$ cat src/rtl/pattern_scan_pkg.sv
//------------------------------------------------------------------------------
// pattern_scan_pkg : shared state encoding and length clamp for pattern_scan_ctrl
// Revision: 1.0
//------------------------------------------------------------------------------
`default_nettype none

package pattern_scan_pkg;

  typedef enum logic [1:0] {
    IDLE = 2'd0,
    ARM  = 2'd1,
    SCAN = 2'd2,
    DONE = 2'd3
  } state_e;

  // A zero length means a single-bit pattern; over-long lengths saturate.
  function automatic int clamp_len(input int len, input int pat_w);
    if (len == 0) return 1;
    if (len > pat_w) return pat_w;
    return len;
  endfunction

endpackage

`default_nettype wire

$ cat src/rtl/pattern_scan_ctrl_if.sv
//------------------------------------------------------------------------------
// pattern_scan_ctrl_if : control, config, stream and status bundle
// Revision: 1.0
//------------------------------------------------------------------------------
`default_nettype none

interface pattern_scan_ctrl_if #(
  parameter int PAT_W = 8,
  parameter int CNT_W = 8,
  parameter int TMO_W = 16
);
  localparam int LEN_W = $clog2(PAT_W + 1);

  logic             start;
  logic             abort;
  logic [PAT_W-1:0] cfg_pattern;
  logic [LEN_W-1:0] cfg_len;
  logic [CNT_W-1:0] cfg_max_hits;
  logic [TMO_W-1:0] cfg_timeout;
  logic             x_valid;
  logic             x;
  logic             busy;
  logic             hit;
  logic             done;
  logic             timed_out;
  logic [CNT_W-1:0] hit_count;

  modport master (
    output start, abort, cfg_pattern, cfg_len, cfg_max_hits, cfg_timeout, x_valid, x,
    input  busy, hit, done, timed_out, hit_count
  );

  modport slave (
    input  start, abort, cfg_pattern, cfg_len, cfg_max_hits, cfg_timeout, x_valid, x,
    output busy, hit, done, timed_out, hit_count
  );

endinterface

`default_nettype wire

$ cat src/rtl/pattern_match_core.sv
//------------------------------------------------------------------------------
// pattern_match_core : history shifter, fill counter and masked pattern compare
// Revision: 1.0
//------------------------------------------------------------------------------
`default_nettype none

module pattern_match_core #(
  parameter int PAT_W = 8,
  parameter int LEN_W = $clog2(PAT_W + 1)
) (
  input  logic             clk,
  input  logic             rst_n,
  input  logic             clr,
  input  logic             shift_en,
  input  logic             x,
  input  logic [PAT_W-1:0] pattern,
  input  logic [LEN_W-1:0] len,
  output logic             match_next
);

  logic [PAT_W-1:0] history_q, history_d;
  logic [PAT_W-1:0] mask;
  logic [LEN_W-1:0] bits_seen_q, bits_seen_d;

  always_comb begin
    history_d   = history_q;
    bits_seen_d = bits_seen_q;
    if (clr) begin
      history_d   = '0;
      bits_seen_d = '0;
    end else if (shift_en) begin
      history_d = {history_q[PAT_W-2:0], x};
      if (bits_seen_q != LEN_W'(PAT_W)) begin
        bits_seen_d = bits_seen_q + LEN_W'(1);
      end
    end
  end

  always_comb begin
    mask = '0;
    for (int i = 0; i < PAT_W; i++) begin
      mask[i] = (i < int'(len));
    end
  end

  // Compare against the post-shift history so a hit can be registered on the accepting edge.
  assign match_next = shift_en && !clr && (bits_seen_d >= len) &&
                      ((history_d & mask) == (pattern & mask));

  always_ff @(posedge clk or negedge rst_n) begin
    if (!rst_n) begin
      history_q   <= '0;
      bits_seen_q <= '0;
    end else begin
      history_q   <= history_d;
      bits_seen_q <= bits_seen_d;
    end
  end

endmodule

`default_nettype wire

$ cat src/rtl/pattern_scan_ctrl.sv
//------------------------------------------------------------------------------
// pattern_scan_ctrl : run controller for serial pattern detection with hit quota/timeout
// Revision: 1.0
//------------------------------------------------------------------------------
`default_nettype none

module pattern_scan_ctrl #(
  parameter int PAT_W = 8,
  parameter int CNT_W = 8,
  parameter int TMO_W = 16
) (
  input  logic                clk,
  input  logic                rst_n,
  pattern_scan_ctrl_if.slave  bus
);
  import pattern_scan_pkg::*;

  localparam int LEN_W = $clog2(PAT_W + 1);

  state_e           state_q, state_d;
  logic [PAT_W-1:0] pattern_q, pattern_d;
  logic [LEN_W-1:0] len_q, len_d;
  logic [CNT_W-1:0] max_hits_q, max_hits_d;
  logic [TMO_W-1:0] timeout_q, timeout_d;
  logic [TMO_W-1:0] timer_q, timer_d;
  logic [CNT_W-1:0] hit_count_q, hit_count_d;
  logic             busy_q, busy_d;
  logic             hit_q, hit_d;
  logic             done_q, done_d;
  logic             timed_out_q, timed_out_d;
  logic             core_clr;
  logic             shift_en;
  logic             match_next;

  assign core_clr = (state_q == ARM);
  assign shift_en = (state_q == SCAN) && bus.x_valid;

  pattern_match_core #(
    .PAT_W (PAT_W),
    .LEN_W (LEN_W)
  ) u_core (
    .clk        (clk),
    .rst_n      (rst_n),
    .clr        (core_clr),
    .shift_en   (shift_en),
    .x          (bus.x),
    .pattern    (pattern_q),
    .len        (len_q),
    .match_next (match_next)
  );

  always_comb begin
    state_d     = state_q;
    pattern_d   = pattern_q;
    len_d       = len_q;
    max_hits_d  = max_hits_q;
    timeout_d   = timeout_q;
    timer_d     = timer_q;
    hit_count_d = hit_count_q;
    timed_out_d = timed_out_q;
    hit_d       = 1'b0;
    done_d      = 1'b0;

    case (state_q)
      IDLE: begin
        if (bus.start && !bus.abort) begin
          pattern_d  = bus.cfg_pattern;
          len_d      = LEN_W'(clamp_len(int'(bus.cfg_len), PAT_W));
          max_hits_d = bus.cfg_max_hits;
          timeout_d  = bus.cfg_timeout;
          state_d    = ARM;
        end
      end
      ARM: begin
        timer_d     = '0;
        hit_count_d = '0;
        timed_out_d = 1'b0;
        state_d     = SCAN;
      end
      SCAN: begin
        timer_d = timer_q + TMO_W'(1);
        if (match_next) begin
          hit_d = 1'b1;
          if (hit_count_q != '1) begin
            hit_count_d = hit_count_q + CNT_W'(1);
          end
        end
        // Hit quota is checked first so it wins a same-edge tie with the timeout.
        if (match_next && (max_hits_q != '0) && (hit_count_d == max_hits_q)) begin
          state_d = DONE;
        end else if ((timeout_q != '0) && (timer_d == timeout_q)) begin
          state_d     = DONE;
          timed_out_d = 1'b1;
        end
      end
      DONE: begin
        done_d  = 1'b1;
        state_d = IDLE;
      end
      default: state_d = IDLE;
    endcase

    if (bus.abort) begin
      state_d     = IDLE;
      hit_d       = 1'b0;
      done_d      = 1'b0;
      hit_count_d = hit_count_q;
      timed_out_d = timed_out_q;
    end
  end

  assign busy_d = (state_d == ARM) || (state_d == SCAN);

  always_ff @(posedge clk or negedge rst_n) begin
    if (!rst_n) begin
      state_q     <= IDLE;
      pattern_q   <= '0;
      len_q       <= '0;
      max_hits_q  <= '0;
      timeout_q   <= '0;
      timer_q     <= '0;
      hit_count_q <= '0;
      busy_q      <= 1'b0;
      hit_q       <= 1'b0;
      done_q      <= 1'b0;
      timed_out_q <= 1'b0;
    end else begin
      state_q     <= state_d;
      pattern_q   <= pattern_d;
      len_q       <= len_d;
      max_hits_q  <= max_hits_d;
      timeout_q   <= timeout_d;
      timer_q     <= timer_d;
      hit_count_q <= hit_count_d;
      busy_q      <= busy_d;
      hit_q       <= hit_d;
      done_q      <= done_d;
      timed_out_q <= timed_out_d;
    end
  end

  assign bus.busy      = busy_q;
  assign bus.hit       = hit_q;
  assign bus.done      = done_q;
  assign bus.timed_out = timed_out_q;
  assign bus.hit_count = hit_count_q;

endmodule

`default_nettype wire

$ cat src/flat_wrapper.sv
// flat-port wrapper written by rule: the top's interface ports become plain ports
module pattern_scan_ctrl_flat import pattern_scan_pkg::*;
#(
  parameter int PAT_W = 8,
  parameter int CNT_W = 8,
  parameter int TMO_W = 16
)
  (clk, rst_n, bus_start, bus_abort, bus_cfg_pattern, bus_cfg_len, bus_cfg_max_hits, bus_cfg_timeout, bus_x_valid, bus_x, bus_busy, bus_hit, bus_done, bus_timed_out, bus_hit_count);
  pattern_scan_ctrl_if #(.PAT_W(PAT_W), .CNT_W(CNT_W), .TMO_W(TMO_W)) bus_i ();
  input  logic clk;
  input  logic rst_n;
  input wire logic [$bits(bus_i.start)-1:0] bus_start;
  input wire logic [$bits(bus_i.abort)-1:0] bus_abort;
  input wire logic [$bits(bus_i.cfg_pattern)-1:0] bus_cfg_pattern;
  input wire logic [$bits(bus_i.cfg_len)-1:0] bus_cfg_len;
  input wire logic [$bits(bus_i.cfg_max_hits)-1:0] bus_cfg_max_hits;
  input wire logic [$bits(bus_i.cfg_timeout)-1:0] bus_cfg_timeout;
  input wire logic [$bits(bus_i.x_valid)-1:0] bus_x_valid;
  input wire logic [$bits(bus_i.x)-1:0] bus_x;
  output wire logic [$bits(bus_i.busy)-1:0] bus_busy;
  output wire logic [$bits(bus_i.hit)-1:0] bus_hit;
  output wire logic [$bits(bus_i.done)-1:0] bus_done;
  output wire logic [$bits(bus_i.timed_out)-1:0] bus_timed_out;
  output wire logic [$bits(bus_i.hit_count)-1:0] bus_hit_count;
  assign bus_i.start = bus_start;
  assign bus_i.abort = bus_abort;
  assign bus_i.cfg_pattern = bus_cfg_pattern;
  assign bus_i.cfg_len = bus_cfg_len;
  assign bus_i.cfg_max_hits = bus_cfg_max_hits;
  assign bus_i.cfg_timeout = bus_cfg_timeout;
  assign bus_i.x_valid = bus_x_valid;
  assign bus_i.x = bus_x;
  assign bus_busy = bus_i.busy;
  assign bus_hit = bus_i.hit;
  assign bus_done = bus_i.done;
  assign bus_timed_out = bus_i.timed_out;
  assign bus_hit_count = bus_i.hit_count;
  pattern_scan_ctrl #(.PAT_W(PAT_W), .CNT_W(CNT_W), .TMO_W(TMO_W)) u_core (.clk(clk), .rst_n(rst_n), .bus(bus_i));
endmodule
$ cat config.mk
export PLATFORM = sky130hd
export DESIGN_NAME = pattern_scan_ctrl_flat
export DESIGN_NICKNAME = d
export VERILOG_FILES = /design/src/rtl/pattern_scan_pkg.sv /design/src/rtl/pattern_scan_ctrl_if.sv /design/src/rtl/pattern_match_core.sv /design/src/rtl/pattern_scan_ctrl.sv /design/src/flat_wrapper.sv
export SDC_FILE = /design/constraint.sdc
export NUM_CORES = 1
export LEC_CHECK = 0
export CAP_MARGIN = 15
export CORE_MARGIN = 3
export CORE_UTILIZATION = 40
export DETAILED_ROUTE_END_ITERATION = 7
export PLACE_DENSITY_LB_ADDON = 0.08
export SYNTH_ARGS = -nofsm -noshare
export SYNTH_HDL_FRONTEND = slang
export SYNTH_SLANG_ARGS = --single-unit
export TNS_END_PERCENT = 10
$ cat constraint.sdc
create_clock -name clk -period 4.9 [get_ports clk]
set_input_delay 1.225 -clock clk [delete_from_list [all_inputs] [get_ports clk]]
set_output_delay 1.225 -clock clk [all_outputs]
set_load 0.02 [all_outputs]
# [Word level (Yosys, flattened, before mapping)]
# Index checks and enable logic that the tools add are counted.
[totals] regBits=78 out_inout_bits=12 in_bits=42
[op_classes] mux=34 reduce_logical=19 eq_ne=12 addsub=3 bitwise=3 order_cmp=10
[ops] op="8-bit two-way mux" count=5
[ops] op="16-bit one-hot mux with 2 select lines" count=1
[ops] op="4-bit two-way mux" count=6
[ops] op="16-bit by 1-bit adder with 16-bit output, second input constant" count=1
[ops] op="8-bit AND" count=2
[ops] op="16-bit == test" count=1
[ops] op="8-bit == test" count=2
[ops] op="3-bit by 4-bit less-than comparator with 1-bit output, first input constant" count=4
[ops] op="8-bit one-hot mux with 2 select lines" count=1
[ops] op="16-bit nonzero test" count=1
[ops] op="1-bit two-way mux" count=15
[ops] op="8-bit by 1-bit adder with 8-bit output, second input constant" count=1
[ops] op="1-bit logical AND" count=8
[ops] op="1-bit by 4-bit less-than comparator with 1-bit output, first input constant" count=2
[ops] op="2-bit by 4-bit less-than comparator with 1-bit output, first input constant" count=2
[ops] op="2-bit two-way mux" count=4
[ops] op="8-bit != test, second input constant" count=1
[ops] op="2-bit one-hot mux with 4 select lines" count=1
[ops] op="8-bit nonzero test" count=1
[ops] op="2-bit == test, second input constant" count=3
[ops] op="4-bit by 1-bit adder with 4-bit output, second input constant" count=1
[ops] op="2-bit by 1-bit == test with 1-bit output, second input constant" count=2
[ops] op="4-bit greater-or-equal comparator" count=1
[ops] op="4-bit > comparator, second input constant" count=1
[ops] op="12 further kinds" count=14

# [Logic depth before layout (Yosys ltp)]
[logic_depth] ltp_word=16 depth_mapped=17 mapped_depth_nobuf=14

# [Modules after synthesis]
# From an unflattened synthesis, not the netlist that was laid out.
[hier_totals] cells_unflattened=479 area_unflattened_um2=4647.0
[modules_own_cells] mod="pattern_scan_ctrl" seq_area_each_um2=1651.6 cells_per_inst=395 instances=1 area_each_um2=3843.7
[modules_own_cells] mod="pattern_match_core" seq_area_each_um2=300.3 cells_per_inst=84 instances=1 area_each_um2=803.3

# [Worst setup path after synthesis]
# Ideal clock, no wire load.
[synth_path] kind="input port to flip-flop" start="in bus_x_valid" end="reg u_core.timed_out_q (netlist: u_core.bus.timed_out)" slack_ns=1.209 n_path_buf=3 setup_ns=0.075 cell_stages=15 arrival_ns=3.617 path_cell_list="buf_2 > and2_4 > buf_6 > o21ai_0 > xnor2_1 > or2_2 > ha_1 > nand2b_1 > a211oi_1 > o21bai_1 > and4_1 > and4_1 > buf_2 > a211oi_2 > a2bb2oi_2"
[synth_between] elab_chain_len=12
[synth_lines] element="start, declared" line_no="flat_wrapper.sv:18" source="input wire logic [$bits(bus_i.x_valid)-1:0] bus_x_valid;"
[synth_lines] element="1-bit logical AND (*)" line_no="pattern_scan_ctrl.sv:36" source="assign shift_en = (state_q == SCAN) && bus.x_valid;"
[synth_lines] element="4-bit two-way mux or 8-bit two-way mux (tied branches)" line_no="pattern_match_core.sv:31" source="end else if (shift_en) begin"
[synth_lines] element="4-bit two-way mux or 8-bit two-way mux (tied branches)" line_no="pattern_match_core.sv:28" source="if (clr) begin"
[synth_lines] element="4-bit greater-or-equal comparator or 8-bit AND (tied branches)" line_no="pattern_match_core.sv:47, pattern_match_core.sv:48"
[synth_lines] element="1-bit logical AND or 8-bit == test (tied branches)" line_no="pattern_match_core.sv:47, pattern_match_core.sv:48"
[synth_lines] element="1-bit logical AND (*)" line_no="pattern_match_core.sv:47" source="assign match_next = shift_en && !clr && (bits_seen_d >= len) &&"
[synth_lines] element="8-bit two-way mux" line_no="pattern_scan_ctrl.sv:82" source="if (match_next) begin"
[synth_lines] element="8-bit two-way mux" line_no="pattern_scan_ctrl.sv:64" source="case (state_q)"
[synth_lines] element="8-bit == test" line_no="pattern_scan_ctrl.sv:89" source="if (match_next && (max_hits_q != '0) && (hit_count_d == max_hits_q)) begin"
[synth_lines] element="1-bit logical AND (*)" line_no="pattern_scan_ctrl.sv:89"
[synth_lines] element="2-bit != test (no source line) (*)"
[synth_lines] element="4-bit AND reduction (no source line) (*)"
[synth_lines] element="end signal, assigned" line_no="pattern_scan_ctrl.sv:138" source="timed_out_q <= timed_out_d;"
[synth_lines] element="end, declared" line_no="pattern_scan_ctrl.sv:30" source="logic timed_out_q, timed_out_d;"
# Every way passes the cells marked *; elsewhere a longest branch is shown, timed or not. The select of a mux whose other input is x is not followed.
# A chain may end at the register's enable or synchronous reset.

# [Final worst setup path]
[layout_path] start="in bus_x_valid" end="reg u_core.hit_count_q[5] (netlist: u_core.bus.hit_count[5])"
[layout_between] elab_chain_len=9
[layout_lines] element="1-bit logical AND (*)" line_no="pattern_scan_ctrl.sv:36"
[layout_lines] element="4-bit two-way mux or 8-bit two-way mux (tied branches)" line_no="pattern_match_core.sv:31"
[layout_lines] element="4-bit two-way mux or 8-bit two-way mux (tied branches)" line_no="pattern_match_core.sv:28"
[layout_lines] element="4-bit greater-or-equal comparator or 8-bit AND (tied branches)" line_no="pattern_match_core.sv:47, pattern_match_core.sv:48"
[layout_lines] element="1-bit logical AND or 8-bit == test (tied branches)" line_no="pattern_match_core.sv:47, pattern_match_core.sv:48"
[layout_lines] element="1-bit logical AND (*)" line_no="pattern_match_core.sv:47"
[layout_lines] element="8-bit two-way mux (*)" line_no="pattern_scan_ctrl.sv:82"
[layout_lines] element="8-bit two-way mux (*)" line_no="pattern_scan_ctrl.sv:64"
[layout_lines] element="8-bit one-hot mux with 2 select lines (*)" line_no="pattern_scan_ctrl.sv:64"
[layout_lines] element="end signal, assigned" line_no="pattern_scan_ctrl.sv:134" source="hit_count_q <= hit_count_d;"
[layout_lines] element="end, declared" line_no="pattern_scan_ctrl.sv:26" source="logic [CNT_W-1:0] hit_count_q, hit_count_d;"
# Marks and branches as above.

==> impl_results.md <==
- Final hold vios: 0
- Synth Instances: 509
- Total number of vias: 3937
- CTS root buffer: clkbuf_16
- Initial antenna violation count: 0
- Setup violators final: 0
- Slew HR: 30.4%
- YS warnings: 0
- Ys async rst share: 100%
- First-pass GRT wire length: 19.5 mm
- Vias in the first global route: 3803
- Post-synth top area share: 39.7%
- Outcome: finished, final reports clean
- Nets: 599
- Crit share post-route: 80.2%
- Hold_sp: u_core.pattern_q[0]
- Top_reg_cell synth: dfrtp_1
- Unrepaired setup endpoints after global routing: no
- DRC errors left: 0
- Clock transition at path regs: 60 ps
- Slew @ Worst Pin: 1040 ps
- Min-Delay Path Class: reg -> reg
- GR Util All Layers: 18.2%
- Worst setup SP type: input pin
- Leak: 0.00226 µW
- TritonCTS clock tree: yes
- Setup TNS: 0 ps
- Seq/Total Area, Yosys: 39.7%
- Cts bufs inserted: 9
- Area delta synth->final: 18.6%
- CP Data Arrival Time: 4200 ps
- ANT nets after route: 0
- Core area: 11700 µm²
- Post-CTS Repair Setup Buffers: 0
- Worst R2R Setup Slack: 1570 ps
- # IOs: 54
- Starting Density: 41.9%
- Crit path capture type: flop
- Detail Placement HPWL: 8.32 mm
- Peak VDD IR: 202 µV
- Std cell rows: 39
- Post-route cell area: 5830 µm²
- Layout cells sized above 1: 14.6%
- Commonest cells post-synth: dfrtp_1 (78), nand2_1 (35), mux2_2 (34)
- Number of synthesized flops with an enable pin: 0
- Die Y: 117 µm
- Worst Reg-to-Reg Cells: 14
- Critical path required time: 5170 ps
- Largest net degree at the start of global routing: 79
- Netlist Area Pre-Place: 4910 µm²
- Hold Path Sink: u_core.pattern_q[0]
- Yosys cell types: 65
- Cell Pwr Density: 475 nW/µm²
- Area after DPL: 5490 µm²
- Avg Cell Area, Syn: 9.65 µm²
- H-tree levels: 3
- Drt initial violations: 195
- Insertion delay to the later sink of the worst-skew pair: 340 ps
- Post-CTS resize count: 0
- Placer Congestion: 0.821
- Worst r2r src: u_core.state_q[0]
- Routed vias/inst: 5.69
- GR Overflow Total: 0
- Area leader, netlist: dfrtp_1
- Clk sinks: 78
- CP max FO: 15
- IO Port Bufs: 53
- Die W: 117 µm
- Fin. max-slew vios: 0
- Top-count cell post-synth: dfrtp_1
- Hold buffer count at cts: 0
- Total iterations of the first detailed-routing run: 4
- Clk_skew: 5.17 ps
- Ant. Diodes: 0
- Final worst path period need: 3930 ps
- Area contributors post-synth: dfrtp_1 (40%), mux2_2 (7.8%), xor2_1 (3.7%)
- Hold Path Stages: 1
- Max Freq: 254 MHz
- Seq cells post-synth: 78
- Number of max-cap violations: 0
- Post-synthesis net count: 564
- WL final: 11.8 mm
- WL per Instance: 17.0 µm
- Die Area: 13600 µm²
- Crit Path Class: in -> reg
- Max clock buf depth: 2
- Reg-to-Reg End: u_core.bus.hit_count[5]
-- flip-flops by register name (all words and copies together) (netlist names) --
signal                     count
u_core.bus.busy                1
u_core.bus.done                1
u_core.bus.hit                 1
u_core.bus.hit_count           8
u_core.bus.timed_out           1
u_core.len_q                   4
u_core.max_hits_q              8
u_core.pattern_q               8
u_core.state_q                 2
u_core.timeout_q              16
u_core.timer_q                16
u_core.u_core.bits_seen_q      4
u_core.u_core.history_q        8
-- metal layers --
layer  up-vias  GRT usage, %  part of all wire (%)
li1       1922             -                     -
met1      1930          24.7                    47
met2        65          28.8                    47
met3        20          4.16                   3.7
met4         0          6.42                   1.9
met5         -             0                     0
-- logic make-up (layout without fill, tap and decap cells) --
| logic type | after synthesis | count (layout) | synth area share, % |
|---|---|---|---|
| fa+ha+maj | 13 | 13 | 3.31 |
| compound gates | 107 | 107 | 15.2 |
| simple gates | 170 | 170 | 20.3 |
| mux | 41 | 41 | 9.22 |
| buf+inv | 61 | 101 | 5.35 |
| xor+xnor | 39 | 39 | 6.95 |
| flops | 78 | 78 | 39.7 |
-- worst max-delay path, stage by stage --
cell and delay, ps:
clkdlybuf4s50_1 480, and2_4 200, o21ai_0 120, xnor2_1 140
or2_2 290, ha_1 270, nand2b_1 90, a211oi_1 70
o21bai_1 120, and4_1 210, nand4_2 320, or4_1 580
nand3_1 90
-- layout by cell type, fill, tap and decap left out, drive strengths merged, types with 8 or more instances in the layout --
master          n
ha             13
mux2           34
nand3          28
o22ai           8
nand4          10
inv            27
clkbuf         11
nand2          35
o21ai          26
clkdlybuf4s50  52
a21oi          22
and4            8
a211oi         10
nor2           18
xor2           21
dfrtp          78
xnor2          18
nor3            9
nor4           15
-- worst max path at each step --
stage | from | depth (start not counted) | slack [ps] | endpoint
after floorplan | bus_x_valid | 15 | 1210 | u_core.bus.timed_out
after global placement | bus_x_valid | 13 | 680 | u_core.bus.hit_count[4]
after detailed placement | bus_x_valid | 13 | 650 | u_core.bus.hit_count[5]
after CTS | bus_x_valid | 13 | 990 | u_core.bus.hit_count[2]
after global routing | bus_x_valid | 13 | 710 | u_core.bus.hit_count[5]
final | bus_x_valid | 13 | 970 | u_core.bus.hit_count[5]
-- report_power, final --
group	internal, µW	leakage [µW]	switching, µW	total, µW
Combinational	472	0.00109	526	998
Sequential	826	0.00101	205	1030
Clock	474	0.000162	268	742
-- layout make-up --
type                    count  area (µm²)
clock buffers              11         253
well taps                 143         179
fillers                  1096        5890
multi-input cells         370        2700
clock inverters             5        81.3
repair buffers             57         558
inverters                  28         105
flip-flops and latches     78        1950
-- stage by stage --
stage	setup WS, ps	std cells	hold slack, ps	util (%)	power, µW
floorplan	1210	509	495	-	1770
global placement	682	676	513	46.9	2030
detailed placement	655	676	523	46.9	2040
CTS	989	692	537	49.7	2800
global route	712	692	552	49.7	2970
finish	971	692	532	49.7	2770
Power figures use the tool's default switching activity.
